===== src/rtl/fifo_ctrl_pkg.sv =====
// Shared constants and read-sequencer state type for the FIFO access controller.
// No logic and no latency; widths and limits only.
package fifo_ctrl_pkg;

  localparam int FIFO_WIDTH = 4;
  localparam int FIFO_DEPTH = 8;
  localparam int N_REQ_MIN  = 2;
  localparam int N_REQ_MAX  = 4;

  typedef enum logic [1:0] {
    RD_IDLE  = 2'd0,
    RD_FETCH = 2'd1,
    RD_HOLD  = 2'd2
  } rd_state_t;

endpackage


===== src/rtl/rate_strobe.sv =====
// Free-running slot generator: strobe is high one cycle in every DIV, in the last count.
// Never stalls; strobe is forced low while rst is high.
module rate_strobe #(
  parameter int DIV = 2
) (
  input  logic clk,
  input  logic rst,
  output logic strobe
);

  localparam int CW = (DIV > 1) ? $clog2(DIV) : 1;
  localparam logic [CW-1:0] LAST = CW'(DIV - 1);

  logic [CW-1:0] r_cnt;

  always_ff @(posedge clk or posedge rst) begin
    if (rst) begin
      r_cnt <= '0;
    end else if (r_cnt == LAST) begin
      r_cnt <= '0;
    end else begin
      r_cnt <= r_cnt + CW'(1);
    end
  end

  assign strobe = !rst && (r_cnt == LAST);

endmodule


===== src/rtl/fifo_access_ctrl.sv =====
// Round-robin producer arbiter onto the FIFO write port plus a one-outstanding read sequencer.
// Write grant is same-cycle within a slot (lost on full); out_valid follows rd_en by 2 edges, held until out_ready.
module fifo_access_ctrl
  import fifo_ctrl_pkg::*;
#(
  parameter int WIDTH  = FIFO_WIDTH,
  parameter int N_REQ  = 2,
  parameter int WR_DIV = 2,
  parameter int RD_DIV = 3
) (
  input  logic                     clk,
  input  logic                     rst,
  input  logic [N_REQ-1:0]         req_valid,
  input  logic [N_REQ*WIDTH-1:0]   req_data,
  output logic [N_REQ-1:0]         req_ready,
  output logic                     fifo_wr_en,
  output logic [WIDTH-1:0]         fifo_wdata,
  input  logic                     fifo_full,
  output logic                     fifo_rd_en,
  input  logic [WIDTH-1:0]         fifo_rdata,
  input  logic                     fifo_empty,
  output logic                     out_valid,
  output logic [WIDTH-1:0]         out_data,
  input  logic                     out_ready,
  output logic [$clog2(N_REQ)-1:0] grant_id
);

  localparam int GW = $clog2(N_REQ);

  logic            w_wr_slot;
  logic            w_rd_slot;
  logic            w_wr_go;
  logic [GW-1:0]   w_grant;
  logic [GW-1:0]   w_cand;
  logic [GW-1:0]   r_rr;
  logic [GW-1:0]   r_grant_id;
  rd_state_t       r_rd_state;
  logic            r_out_valid;
  logic [WIDTH-1:0] r_out_data;

  rate_strobe #(.DIV(WR_DIV)) u_wr_strobe (
    .clk    (clk),
    .rst    (rst),
    .strobe (w_wr_slot)
  );

  rate_strobe #(.DIV(RD_DIV)) u_rd_strobe (
    .clk    (clk),
    .rst    (rst),
    .strobe (w_rd_slot)
  );

  // Walk candidates from farthest to nearest so the nearest valid one after r_rd wins.
  always_comb begin
    w_grant = r_rr;
    w_cand  = r_rr;
    for (int k = N_REQ; k >= 1; k--) begin
      w_cand = GW'((int'(r_rr) + k) % N_REQ);
      if (req_valid[w_cand]) begin
        w_grant = w_cand;
      end
    end
  end

  assign w_wr_go = w_wr_slot && !fifo_full && (|req_valid);

  always_comb begin
    req_ready = '0;
    if (w_wr_go) begin
      req_ready[w_grant] = 1'b1;
    end
  end

  assign fifo_wr_en = w_wr_go;
  assign fifo_wdata = w_wr_go ? req_data[w_grant*WIDTH +: WIDTH] : '0;

  always_ff @(posedge clk or posedge rst) begin
    if (rst) begin
      r_rr       <= GW'(N_REQ - 1);
      r_grant_id <= '0;
    end else if (w_wr_go) begin
      r_rr       <= w_grant;
      r_grant_id <= w_grant;
    end
  end

  assign grant_id = r_grant_id;

  assign fifo_rd_en = (r_rd_state == RD_IDLE) && w_rd_slot && !fifo_empty;

  always_ff @(posedge clk or posedge rst) begin
    if (rst) begin
      r_rd_state  <= RD_IDLE;
      r_out_valid <= 1'b0;
      r_out_data  <= '0;
    end else begin
      case (r_rd_state)
        RD_IDLE: begin
          if (fifo_rd_en) begin
            r_rd_state <= RD_FETCH;
          end
        end
        RD_FETCH: begin
          r_out_data  <= fifo_rdata;
          r_out_valid <= 1'b1;
          r_rd_state  <= RD_HOLD;
        end
        RD_HOLD: begin
          if (out_ready) begin
            r_out_valid <= 1'b0;
            r_rd_state  <= RD_IDLE;
          end
        end
        default: begin
          r_out_valid <= 1'b0;
          r_rd_state  <= RD_IDLE;
        end
      endcase
    end
  end

  assign out_valid = r_out_valid;
  assign out_data  = r_out_data;

endmodule


===== config.mk =====
export PLATFORM = sky130hd
export DESIGN_NAME = fifo_access_ctrl
export DESIGN_NICKNAME = d
export VERILOG_FILES = /design/src/rtl/fifo_ctrl_pkg.sv /design/src/rtl/rate_strobe.sv /design/src/rtl/fifo_access_ctrl.sv
export SDC_FILE = /design/constraint.sdc
export NUM_CORES = 1
export LEC_CHECK = 0
export ABC_AREA = 0
export CORE_MARGIN = 8
export CORE_UTILIZATION = 35
export DETAILED_ROUTE_END_ITERATION = 12
export PLACE_DENSITY_LB_ADDON = 0.05
export SLEW_MARGIN = 10
export SYNTH_ARGS = -nofsm -noshare
export SYNTH_HDL_FRONTEND = slang
export SYNTH_SLANG_ARGS = --single-unit

===== constraint.sdc =====
create_clock -name clk -period 1.68 [get_ports clk]
set_input_delay 0.336 -clock clk [delete_from_list [all_inputs] [get_ports clk]]
set_output_delay 0.336 -clock clk [all_outputs]
set_load 0.03 [all_outputs]

-- Word level (Yosys, flattened, before mapping)
Index checks and enable logic that the tools add are counted.
- register bits after elaboration: 12
- output and inout port bits: 14
- word-level logic and storage cells: 53
- input port bits: 19
- reduce and logical (&&, ||, !) cells: 14
- shift-type cells: 1
- mux-type cells: 17
- equal/unequal tests: 5
- add/subtract/negate cells: 4
- bitwise gates (word level): 1
- magnitude comparators: 4
- operators with widths (operator ; number):
    $mux W1 ; 9
    $mux W2 ; 4
    $shiftx A8 B4 Y4 ; 1
    $logic_and A1 B1 Y1 ; 7
    $lt A1 B2 Y1 const B ; 3
    $pmux W2 S3 ; 1
    $eq A2 B2 Y1 const B ; 2
    $mux W4 ; 1
    $ne A2 B2 Y1 const B ; 2
    $reduce_and A2 Y1 ; 2
    $add A1 B1 Y1 const B ; 3
    $logic_not A1 Y1 ; 3
    $pmux W1 S3 ; 1
    $add A2 B1 Y2 const B ; 1
    $eq A2 B1 Y1 const B ; 1
    $logic_not A2 Y1 ; 1
    $reduce_or A2 Y1 ; 1
    $demux W1 S1 ; 1
    $ge A1 B1 Y1 const B ; 1
    $not A1 Y1 ; 1

-- Logic depth before layout (Yosys ltp)
- depth after elaboration: 10
- mapped depth: 3
- depth with buffers taken out: 3

-- By module
Synthesis repeated with hierarchy kept, for this count alone.
- cells, all modules: 45
- area total of the unflattened synthesis: 563.0 um2
- modules (own cells, without submodules) (module ; cells an instance ; area each (um2) ; instances ; sequential area each (um2)):
    fifo_access_ctrl ; 35 ; 437.9 ; 1 ; 226.5
    rate_strobe (u_rd_strobe) ; 6 ; 78.8 ; 1 ; 50.0
    rate_strobe (u_wr_strobe) ; 4 ; 46.3 ; 1 ; 25.0

-- Worst setup path before layout
No wires, ideal clock.
- path kind: register -> output
- start point: register r_rd_state[1]
- end point: output fifo_rd_en
- arrival: 1.570 ns
- required time: 1.344 ns
- stages on the path, launching flop included: 3
- slack: -0.226 ns
- buffers on the path: 0
- cell sequence: dfrtp_1 -> or4b_1 -> nor3_1
- cells in the longest elaborated chain, start to end: 3
- ends and longest elaborated chain (what ; RTL line ; source):
    start, declared ; fifo_access_ctrl.sv:37 ; rd_state_t r_rd_state;
    start signal, assigned ; fifo_access_ctrl.sv:93 ; r_rd_state <= RD_IDLE;
    start signal, assigned ; fifo_access_ctrl.sv:100 ; r_rd_state <= RD_FETCH;
    start signal, assigned ; fifo_access_ctrl.sv:106 ; r_rd_state <= RD_HOLD;
    $logic_not A2 Y1 ; fifo_access_ctrl.sv:89 ; assign fifo_rd_en = (r_rd_state == RD_IDLE) && w_rd_slot && !fifo_empty;
    $logic_and A1 B1 Y1 (2 in series) ; fifo_access_ctrl.sv:89 ;
    end, declared ; fifo_access_ctrl.sv:19 ; output logic fifo_rd_en,
Every way passes these cells.

-- Worst setup path after layout
Same ends and word-level chain as after synthesis.

==> results.md <==
* Final HPWL DP at 1.34 mm
* GR met1 Demand/Resource at 12.5%
* Synth Instances at 48
* Top post-synthesis cells by area: dfrtp_1 (51%), mux2_1 (8.3%), a32oi_1 (6.5%)
* Max Clock Skew at 6.73 ps
* Met2 usage at 17.9%
* Die ar. at 3060 sq um
* Area leader, netlist: dfrtp_1
* Slew headroom at 69.8%
* Routed wire per std cell at 15.8 um
* Count of TritonRoute iterations in the first routing pass at 2
* Total chip power at 897 uW
* FF/Latch Area at 302 sq um
* CP endpoint kind: output pin
* Sequential cell area fraction in the yosys report at 55.7%
* Met3 usage at 5.02%
* WS Path Type: reg -> out
* Grt ovf at 0
* Antenna viol nets, final at 0
* Final setup fails at 6
* Worst-margin pin slew at 453 ps
* Flops & latches, synth at 12
* Crit path cell chain: or4b_4 > nor3_2 > buf_4
* Core ar. at 1470 sq um
* Endpoints failing hold at 0
* # rows at 14
* Slowest CP cell: or4b_4
* Placer Congestion at 0.761
* Final slew viol count at 0
* IO Count at 33
* Final min period at 1840 ps
* Syn_area_per_cell at 11.3 sq um
* Num Clock Sinks at 12
* Commonest non-fill, non-tap cells in the layout: clkdlybuf4s50_1 (16), buf_4 (12), dfrtp_1 (11), nor2_1 (6)
* CP peak stage delay at 550 ps
* Layout net count at 113
* Synth top area share at 50.8%
* Setup_tns at -408 ps
* Most common cell after layout, fill and taps aside: clkdlybuf4s50_1
* CTS Buf Count at 3
* VDD IR max at 680 uV
* Netlist cell types at 21
* ANT cells at 0
* Die Height at 55.3 um
* Initial antenna violation count at 0
* Share of cells above drive strength 1 at 40.9%
* Fill count at 108
* Initial cell density of the core at 36.8%
* Violated checks: setup timing
* Worst EP arrival at 1500 ps
* Crit Path Max Fanout at 2
* RSZ-0062 raised after global routing: true
* Grt peak-use layer: met2
* First-pass GRT wire length at 2.80 mm
* Run status: complete, but fails checks
* YS warnings at 0
* DRC viols at 0
* Worst skew pair latency at 280 ps
* Port Buf Inserts at 32
* Area occupied by multi-input gates at 319 sq um
* WP data required at 1340 ps
* Worst-path clk slew at 80 ps
* H-tree levels at 1
* Worst Hold Class: in -> async
* Syn Std Cell Area at 542 sq um
* Tcrit/Tclk final at 109%
* PwrDens at 837 nW/um^2
* CTS tree: yes
* Detailed router's first-iteration violation count at 4
* Maxcap violations at 0
* Syn nets at 67
* Final WS setup at -155 ps
* Via Count at 554
* Max Clock Freq at 0.545 GHz
* Buf/Inv on CP at 1
* Area growth syn-to-layout at 97.9%
* Routed WL at 1.72 mm
* CP delay by family, top: simple AND/OR/NAND/NOR gates
* Avg Vias per Cell at 5.08
* Total GRT Usage at 11.5%
* Root Driver: clkbuf_4
* Vias in the first global route at 555
* Leak Pwr at 0.495 nW
* Clock Tree Buf Depth at 2
* Chip width at 55.3 um
* Startpoint Class: flop
* Pin count of the biggest net entering global routing at 13
==> synthesized netlist by cell type, drive strengths merged <==
cell	number
nor3b	1
mux2	4
a32oi	4
o21ai	1
dfstp	1
dfrtp	11
or3	1
nor2b	1
a21o	1
a31oi	1
nor2	9
o21a	1
nor3	2
or4b	1
inv	2
a21boi	1
nand2b	1
and3	1
and2b	1
a21oi	2
and2	1
==> final timing paths <==
kind,startpoint,slack [ps],cells after the start,endpoint
max,r_rd_state[1],-160,3,fifo_rd_en
min in group clk,fifo_empty,440,3,r_rd_state[0]
max in group asynchronous,rst,980,3,r_rr
max reg2reg,r_rd_state[1],420,3,out_data[3]
min reg2reg,u_rd_strobe.r_cnt[0],440,1,u_rd_strobe.r_cnt[0]
min,rst,360,3,u_wr_strobe.r_cnt
==> area by class of cell <==
| cell class | count | area share (%) |
|---|---|---|
| well taps | 16 | 1.87 |
| inverters | 2 | 0.700 |
| multi-input cells | 34 | 29.8 |
| flip-flops and latches | 12 | 28.1 |
| clock buffers | 4 | 3.38 |
| repair buffers | 41 | 36.2 |
==> kinds of logic after synthesis <==
group / synth area share [%]
and+or+nand+nor: 19.9
buffers and inverters: 1.39
muxes: 8.31
DFF: 55.7
AOI/OAI and AO/OA: 14.8
==> layer usage <==
layer  share of wire [%]  vias to the layer above
li1                    -                      265
met1                  44                      263
met2                  47                       21
met3                 5.9                        5
met4                 2.3                        0
met5                   0                        -
==> worst reg2reg max path, delay by kind of cell, from the launching register on <==
family,cells,cell delay [ps]
flip-flops,1,390
multiplexers,1,330
buffers and inverters,1,140
AND/OR/NAND/NOR,1,280
==> stage by stage <==
| step | utilization [%] | instance area, sq um | hold WS, ps | setup WS, ps | instances |
|---|---|---|---|---|---|
| 3_5_place_dp | 62.5 | 920 | 415 | -191 | 103 |
| 6_report | 72.9 | 1070 | 362 | -155 | 109 |
| 2_1_floorplan | - | 547 | 200 | 19.7 | 48 |
| 5_1_grt | 72.9 | 1070 | 407 | -238 | 109 |
| 4_1_cts | 68.7 | 1010 | 369 | -167 | 108 |
| 3_3_place_gp | 62.5 | 920 | 403 | -170 | 103 |
==> sequential cells by signal, summed over array words and instances (netlist names) <==
signal	count
u_rd_strobe.r_cnt	2
u_wr_strobe.r_cnt	1
out_valid	1
grant_id	1
r_rd_state	2
r_rr	1
out_data	4
==> repair_timing <==
action	in CTS	in global routing
pin swaps	4	3
hold buffers	0	0
setup buffers	2	1
endpoints found under the setup margin	8	10
resized for setup	18	12
==> power by group <==
part | total (mW) | switching [mW] | internal (mW)
clock network | 0.230 | 0.0985 | 0.132
logic | 0.319 | 0.160 | 0.159
registers | 0.348 | 0.0194 | 0.328
total | 0.897 | 0.278 | 0.619
Note: power is estimated with default switching activity, not from simulation.
